[src/rtl/wm_pkg.sv]
// Shared washing-machine definitions: phase state codes and phase-timer clock-frequency codes.
package wm_pkg;

  localparam int unsigned STATE_W = 3;
  localparam int unsigned FREQ_W  = 2;

  typedef enum logic [STATE_W-1:0] {
    ST_IDLE  = 3'b000,
    ST_FILL  = 3'b001,
    ST_WASH  = 3'b010,
    ST_RINSE = 3'b011,
    ST_SPIN  = 3'b100,
    ST_PAUSE = 3'b101
  } wm_state_e;

  typedef enum logic [FREQ_W-1:0] {
    FREQ_1MHZ = 2'b00,
    FREQ_2MHZ = 2'b01,
    FREQ_4MHZ = 2'b10,
    FREQ_8MHZ = 2'b11
  } wm_freq_e;

  // Phases that run against the phase timer and can be advanced by timer_done.
  function automatic logic is_timed_phase(input wm_state_e s);
    return (s == ST_FILL) || (s == ST_WASH) || (s == ST_RINSE) || (s == ST_SPIN);
  endfunction

endpackage

[src/rtl/wash_controller.sv]
// Washing-machine cycle sequencer: walks fill/wash/rinse/spin phases against an external
// phase timer, with optional second wash+rinse pass, lid pause during spin and cancel.
module wash_controller
  import wm_pkg::*;
#(
  parameter logic [FREQ_W-1:0] FREQ_SEL = FREQ_1MHZ
) (
  input  logic               clk,
  input  logic               rst_n,
  input  logic               coin_in,
  input  logic               double_wash,
  input  logic               lid_open,
  input  logic               cancel,
  input  logic               timer_done,
  output logic [STATE_W-1:0] state,
  output logic               start_timer,
  output logic [FREQ_W-1:0]  clk_freq,
  output logic               wash_done,
  output logic               busy,
  output logic               second_pass
);

  wm_state_e state_q, state_d;
  logic      start_q, start_d;
  logic      done_q, done_d;
  logic      busy_q, busy_d;
  logic      sp_q, sp_d;
  logic      dw_q, dw_d;
  logic      armed_q, armed_d;
  logic      advance;

  always_ff @(posedge clk or negedge rst_n) begin
    if (!rst_n) begin
      state_q <= ST_IDLE;
      start_q <= 1'b0;
      done_q  <= 1'b0;
      busy_q  <= 1'b0;
      sp_q    <= 1'b0;
      dw_q    <= 1'b0;
      armed_q <= 1'b0;
    end else begin
      state_q <= state_d;
      start_q <= start_d;
      done_q  <= done_d;
      busy_q  <= busy_d;
      sp_q    <= sp_d;
      dw_q    <= dw_d;
      armed_q <= armed_d;
    end
  end

  // Priority: cancel > armed timer_done > lid_open. Lid pause keeps armed so the
  // resumed spin phase can still finish on the same timer run.
  always_comb begin
    state_d = state_q;
    start_d = 1'b0;
    done_d  = 1'b0;
    sp_d    = sp_q;
    dw_d    = dw_q;
    armed_d = armed_q | start_q;
    advance = timer_done & armed_q;

    if (state_q == ST_IDLE) begin
      if (coin_in) begin
        state_d = ST_FILL;
        start_d = 1'b1;
        dw_d    = double_wash;
        sp_d    = 1'b0;
        armed_d = 1'b0;
      end
    end else if (cancel || !(is_timed_phase(state_q) || state_q == ST_PAUSE)) begin
      state_d = ST_IDLE;
      dw_d    = 1'b0;
      sp_d    = 1'b0;
      armed_d = 1'b0;
    end else if (state_q == ST_PAUSE) begin
      if (!lid_open) state_d = ST_SPIN;
    end else if (advance) begin
      armed_d = 1'b0;
      start_d = 1'b1;
      case (state_q)
        ST_FILL: state_d = ST_WASH;
        ST_WASH: state_d = ST_RINSE;
        ST_RINSE: begin
          if (dw_q && !sp_q) begin
            state_d = ST_WASH;
            sp_d    = 1'b1;
          end else begin
            state_d = ST_SPIN;
            sp_d    = 1'b0;
          end
        end
        default: begin
          state_d = ST_IDLE;
          start_d = 1'b0;
          done_d  = 1'b1;
          dw_d    = 1'b0;
          sp_d    = 1'b0;
        end
      endcase
    end else if (state_q == ST_SPIN && lid_open) begin
      state_d = ST_PAUSE;
    end

    busy_d = (state_d != ST_IDLE);
  end

  assign state       = state_q;
  assign start_timer = start_q;
  assign wash_done   = done_q;
  assign busy        = busy_q;
  assign second_pass = sp_q;
  assign clk_freq    = FREQ_SEL;

endmodule

[config.mk]
export PLATFORM = sky130hd
export DESIGN_NAME = wash_controller
export DESIGN_NICKNAME = d
export VERILOG_FILES = /design/src/rtl/wm_pkg.sv /design/src/rtl/wash_controller.sv
export SDC_FILE = /design/constraint.sdc
export NUM_CORES = 1
export LEC_CHECK = 0
export ABC_CLOCK_PERIOD_IN_PS = 3740
export CORE_AREA = 2 2 39 41
export CTS_BUF_LIST = sky130_fd_sc_hd__clkbuf_8 sky130_fd_sc_hd__clkbuf_16
export DETAILED_ROUTE_END_ITERATION = 8
export DIE_AREA = 0 0 41 43
export GPL_TIMING_DRIVEN = 0
export HOLD_SLACK_MARGIN = 0.02
export PLACE_DENSITY_LB_ADDON = 0.08
export SYNTH_ARGS = -nofsm -noshare
export SYNTH_HDL_FRONTEND = slang
export SYNTH_SLANG_ARGS = --single-unit
[constraint.sdc]
create_clock -name clk -period 3.74 [get_ports clk]
set_input_delay 0.748 -clock clk [delete_from_list [all_inputs] [get_ports clk]]
set_output_delay 0.748 -clock clk [all_outputs]
set_load 0.02 [all_outputs]
==> flow_summary.json, run 1 <==
{
  "area_delta_synth_final_pct": 29.9,
  "wl_per_cell_um": 14.3,
  "clkTransAtPathRegs_ns": 0.05,
  "synthesis.area_sq_um": 637,
  "grt.overflow.total": 0,
  "netlist_instances": 70,
  "fillers": 133,
  "ir_worst_vdd_mv": 0.304,
  "cp_max_fo": 7,
  "grt_pass1_wl_um": 2370,
  "status": "finished, final reports clean",
  "path_delay_family": "buffers and inverters",
  "clock-root-buffer": "clkbuf_8",
  "critPathLaunchType": "flip-flop",
  "cts_tree": "done",
  "gp_congestion": 0.789,
  "p_leak_nw": 0.350,
  "worst_path_largest_cell_delay_ns": 0.66,
  "hold_viol": 0,
  "power_density_mw_per_mm2": 602,
  "tightest_slew_ns": 0.494,
  "crit_path_top_delay_cell": "clkdlybuf4s50_1",
  "fin_setup_tns_ns": 0,
  "grt_max_degree": 11,
  "syn_area_per_cell_sq_um": 9.10,
  "fmax_mhz": 469,
  "h-tree-depth": 1,
  "core-area_sq_mm": 0.00138,
  "fin_nets": 95,
  "viasPerCell": 5.81,
  "dr.first_iter.drc_count": 19,
  "yosysUniqueCellTypes": 36,
  "setup_viol": 0,
  "synth_top_area_cell": "dfrtp_1",
  "ys.flop_type": "dfrtp_1",
  "cp_num_buf_inv": 1,
  "ys_ff_latch": 9,
  "io_buffers": 12,
  "r2r_slack_ns": 2.37,
  "final_area_sq_um": 827,
  "grt_usage_pct": 20.7,
  "critical_path_arrival_ns": 1.38,
  "finalWirelength_um": 1470,
  "slew_headroom_pct": 66.8,
  "synth.area.top_cells": "dfrtp_1, buf_4, a221oi_2",
  "cts_setup_buffers": 0,
  "dieHeight_um": 43,
  "yosysSeqAreaShare_pct": 35.4,
  "antenna_found_initial": 0,
  "start_util_pct": 46.0,
  "worstSetupEndpointType": "output pin",
  "synth-edff-count": 0,
  "detail-route-antenna-nets": 0,
  "yosys_warnings": 0,
  "setup.worst_path.class": "reg2out",
  "die_x_um": 41,
  "cts_buffers": 3,
  "hold_class": "reg2reg",
  "n_antenna_cell": 0,
  "grt_pass1_vias": 531,
  "synth_top_area_share_pct": 35.4,
  "rsz0062_at_grt": "false",
  "drtPass1Iterations": 4,
  "power_w": 0.000498,
  "drcViolationCount": 0,
  "finalCritPeriodShare_pct": 57.0,
  "dpl_cell_area_sq_um": 781,
  "num_io_pins": 16,
  "hpwl_um": 1070,
  "vias": 598,
  "drive_gt1_share_pct": 25.3,
  "async_flop_share_pct": 100,
  "rows": 14,
  "required_ns": 2.99,
  "fin_crit_ns": 2.13,
  "drv_slew": 0,
  "clock_path_buffers": 2,
  "path_cells": "clkdlybuf4s50_1",
  "fin_skew_ns": 0.0102,
  "cts_hold_buf": 0,
  "die-area_sq_mm": 0.00176,
  "clk_latency_ns": 0.24,
  "clock_sinks": 9,
  "cts.repair.resized": 0,
  "maxCapViolations": 0
}
## tightest hold or removal path: stages, from the launching register on
cell and delay (ns):
dfrtp_1 0.37, inv_1 0.05, mux2i_1 0.05
## metal layers
metal  vias to the layer above  wire length, um  GRT usage, %
met5                         -                0             0
met4                         0               38          12.0
met3                         5               81          4.71
met2                        22              693          28.4
met1                       289              659          28.7
li1                        282                -             -
## kinds of logic after synthesis
family,share of synthesized area [%]
simple gates,25.7
compound gates,27.7
buf+inv,9.04
flops,35.4
mux,1.57
other cells,0.589
## sequential cells by signal, summed over array words and instances, names as in the netlist
name	flops
state	3
armed_q	1
busy	1
dw_q	1
second_pass	1
start_timer	1
wash_done	1
## cells in the final DEF, fill, tap and decap left out, types with 2 or more instances in the layout
cell	instances
a21oi_1	5
a21oi_2	2
a221oi_2	2
buf_4	5
clkbuf_8	3
clkdlybuf4s50_1	12
conb_1	2
dfrtp_1	9
inv_1	4
nand2_1	4
nand2b_1	3
nand3b_1	2
nor2_1	5
nor3_1	3
o21ai_0	2
## path summary, 6_finish.rpt
kind / from / to / cells after the start
max: state[0] / state[0] / 1
min: dw_q / dw_q / 2
max reg2reg: state[0] / busy / 3
min reg2reg: dw_q / dw_q / 2
max in group asynchronous: rst_n / second_pass / 1
min in group asynchronous: rst_n / wash_done / 1
## layout make-up
| cell class | count | area (sq um) | share of cell area (%) |
|---|---|---|---|
| flip-flops and latches | 9 | 225 | 27.2 |
| clock inverters | 1 | 5.00 | 0.605 |
| plain buffers | 6 | 42.5 | 5.14 |
| repair buffers | 12 | 120 | 14.5 |
| inverters | 4 | 15.0 | 1.82 |
| clock buffers | 3 | 41.3 | 4.99 |
| multi-input cells | 52 | 358 | 43.3 |
| well taps | 16 | 20.0 | 2.42 |
## synth_stat cells (2+ instances only)
| master | instances |
|---|---|
| dfrtp_1 | 9 |
| a21oi_1 | 5 |
| buf_4 | 5 |
| nor2_1 | 5 |
| inv_1 | 4 |
| nand2_1 | 4 |
| nand2b_1 | 3 |
| nor3_1 | 3 |
| a21oi_2 | 2 |
| a221oi_2 | 2 |
| nand3b_1 | 2 |
| o21ai_0 | 2 |
## where the power goes
group,switching (W),internal [W],leakage (nW)
logic,0.000122,0.000108,0.205
registers,0.0000273,0.000123,0.119
clock network,0.0000434,0.0000731,0.0255
## stage by stage
| stage | setup WS [ns] | hold WS (ns) | util [%] | std cells |
|---|---|---|---|---|
| after floorplan | 2.19 | 0.452 | - | 71 |
| after global placement | 1.62 | 0.507 | 56.4 | 99 |
| after detailed placement | 1.60 | 0.512 | 56.4 | 99 |
| after CTS | 1.61 | 0.521 | 59.8 | 103 |
| after global routing | 1.56 | 0.543 | 59.8 | 103 |
| final | 1.61 | 0.514 | 59.8 | 103 |
(Power assumes the default switching activity.)
==> run 2, diff against run 1 <==
Settings changed: ABC_CLOCK_PERIOD_IN_PS 3740 to 2170, CORE_AREA 2 2 39 41 to default, CORE_MARGIN from default to 1, CORE_UTILIZATION from default to 46, DIE_AREA 0 0 41 43 to default.
Clock period 3.74 ns to 2.17 ns, I/O delays scaled along.
==> flow_summary.json, run 2 (synthesized netlist as in run 1, its figures left out) <==
{
  "clock_sinks": 9,
  "clock_path_buffers": 2,
  "largest_reg_flops": 3,
  "drcViolationCount": 0,
  "dr.first_iter.drc_count": 9,
  "viasPerCell": 5.62,
  "h-tree-depth": 1,
  "core-area_sq_mm": 0.00130,
  "dieHeight_um": 39.2,
  "cts_setup_buffers": 0,
  "grt_pass1_wl_um": 2320,
  "fin_crit_ns": 1.81,
  "final_cells": 102,
  "setup_viol": 0,
  "placed_cells": 98,
  "cts_buffers": 3,
  "worst_path_largest_cell_delay_ns": 0.65,
  "clkTransAtPathRegs_ns": 0.05,
  "final_core_util_pct": 63.4,
  "p_leak_nw": 0.351,
  "required_ns": 1.74,
  "cp_max_fo": 7,
  "start_util_pct": 48.9,
  "die_x_um": 39.2,
  "grt.overflow.total": 0,
  "wl_per_cell_um": 14.3,
  "num_io_pins": 16,
  "status": "finished, final reports clean",
  "hpwl_um": 1000,
  "die-area_sq_mm": 0.00154,
  "drv_slew": 0,
  "hold_viol": 0,
  "path_cells": "clkdlybuf4s50_1",
  "drive_gt1_share_pct": 24.1,
  "hold_slack_ns": 0.502,
  "place_ws_ns": 0.334,
  "fillers": 125,
  "crit_path_top_delay_cell": "clkdlybuf4s50_1",
  "power_density_mw_per_mm2": 1030,
  "fin_setup_tns_ns": 0,
  "grt_pass1_vias": 480,
  "layout_common_cells": "clkdlybuf4s50_1, dfrtp_1",
  "clk_latency_ns": 0.24,
  "fin_skew_ns": 0.00151,
  "gp_congestion": 0.837,
  "detail-route-antenna-nets": 0,
  "drtPass1Iterations": 4,
  "ir_worst_vdd_mv": 0.521,
  "grt_max_degree": 11,
  "area_delta_synth_final_pct": 29.5,
  "r2r_start": "state[1]",
  "fin_nets": 95,
  "critical_path_arrival_ns": 1.37,
  "finalCritPeriodShare_pct": 83.2,
  "maxCapViolations": 0,
  "n_antenna_cell": 0,
  "vias": 573,
  "cp_num_buf_inv": 1,
  "r2r_cells": 4,
  "rows": 13,
  "worstSetupEndpointType": "output pin",
  "setup_ws_ns": 0.364,
  "setup.worst_path.class": "reg2out",
  "r2r-end": "busy",
  "r2r_slack_ns": 0.81,
  "path_delay_family": "buffers and inverters",
  "fmax_mhz": 554,
  "antenna_found_initial": 0,
  "cts_tree": "done",
  "cts.repair.resized": 0,
  "hold_class": "in2async",
  "cts_hold_buf": 0,
  "rsz0062_at_grt": "false",
  "finalWirelength_um": 1460,
  "io_buffers": 12,
  "grt_usage_pct": 24.2,
  "clock-root-buffer": "clkbuf_8",
  "critPathLaunchType": "flip-flop",
  "layout_commonest_cell": "clkdlybuf4s50_1"
}
## run 2: cell count changes in the layout (fill, tap and decap cells not counted), sizes merged
cell,before,now
inv,4,5
clkinv,1,0
## run 2: routing by layer
metal  GRT usage, %  share of wire, %
met1           31.2                44
met2           34.6                45
met3           6.94               6.8
met4           15.5               3.7
met5              0                 0
## run 2: worst max path at each step
stage,start,cells after the start,to
floorplan,state[1],4,busy
global placement,coin_in,5,busy
detailed placement,coin_in,5,busy
CTS,state[0],1,state[0]
global route,state[0],1,state[0]
finish,state[0],1,state[0]
## run 2: power by group
part / switching [W] / total [W] / internal [W]
clock network: 0.0000738 / 0.000198 / 0.000124
logic: 0.000206 / 0.000393 / 0.000187
registers: 0.0000488 / 0.000262 / 0.000213
total: 0.000329 / 0.000852 / 0.000523
## run 2: metrics by stage
step,total power [W],area (sq um)
2_1_floorplan,0.000537,641
3_3_place_gp,0.000649,779
3_5_place_dp,0.000652,779
4_1_cts,0.000856,825
5_1_grt,0.000905,825
6_report,0.000852,825
## run 2: area by class of cell
class / count / area (sq um) / area share [%]
multi-input cells: 52 / 358 / 43.4
flip-flops and latches: 9 / 225 / 27.3
repair buffers: 12 / 120 / 14.6
plain buffers: 6 / 42.5 / 5.16
clock buffers: 3 / 41.3 / 5.01
well taps: 15 / 18.8 / 2.28
inverters: 4 / 15.0 / 1.82
clock inverters: 1 / 3.75 / 0.455
==> run 3, diff against run 2 <==
Settings changed: ABC_CLOCK_PERIOD_IN_PS 2170 to 1790.
Clock period 2.17 ns to 1.79 ns, I/O delays scaled along.
==> results of run 3 <==
Same layout as run 2 (identical final DEF). Status: finished, final reports clean.
Among the figures that moved: setup slack after placement 0.334 ns -> 0.0296 ns; setup slack after layout 0.364 ns -> 0.0605 ns; hold slack 0.502 ns -> 0.426 ns; register-to-register setup slack 0.81 ns -> 0.43 ns; total power 0.000852 W -> 0.00103 W; worst IR drop on VDD 0.521 mV -> 0.632 mV
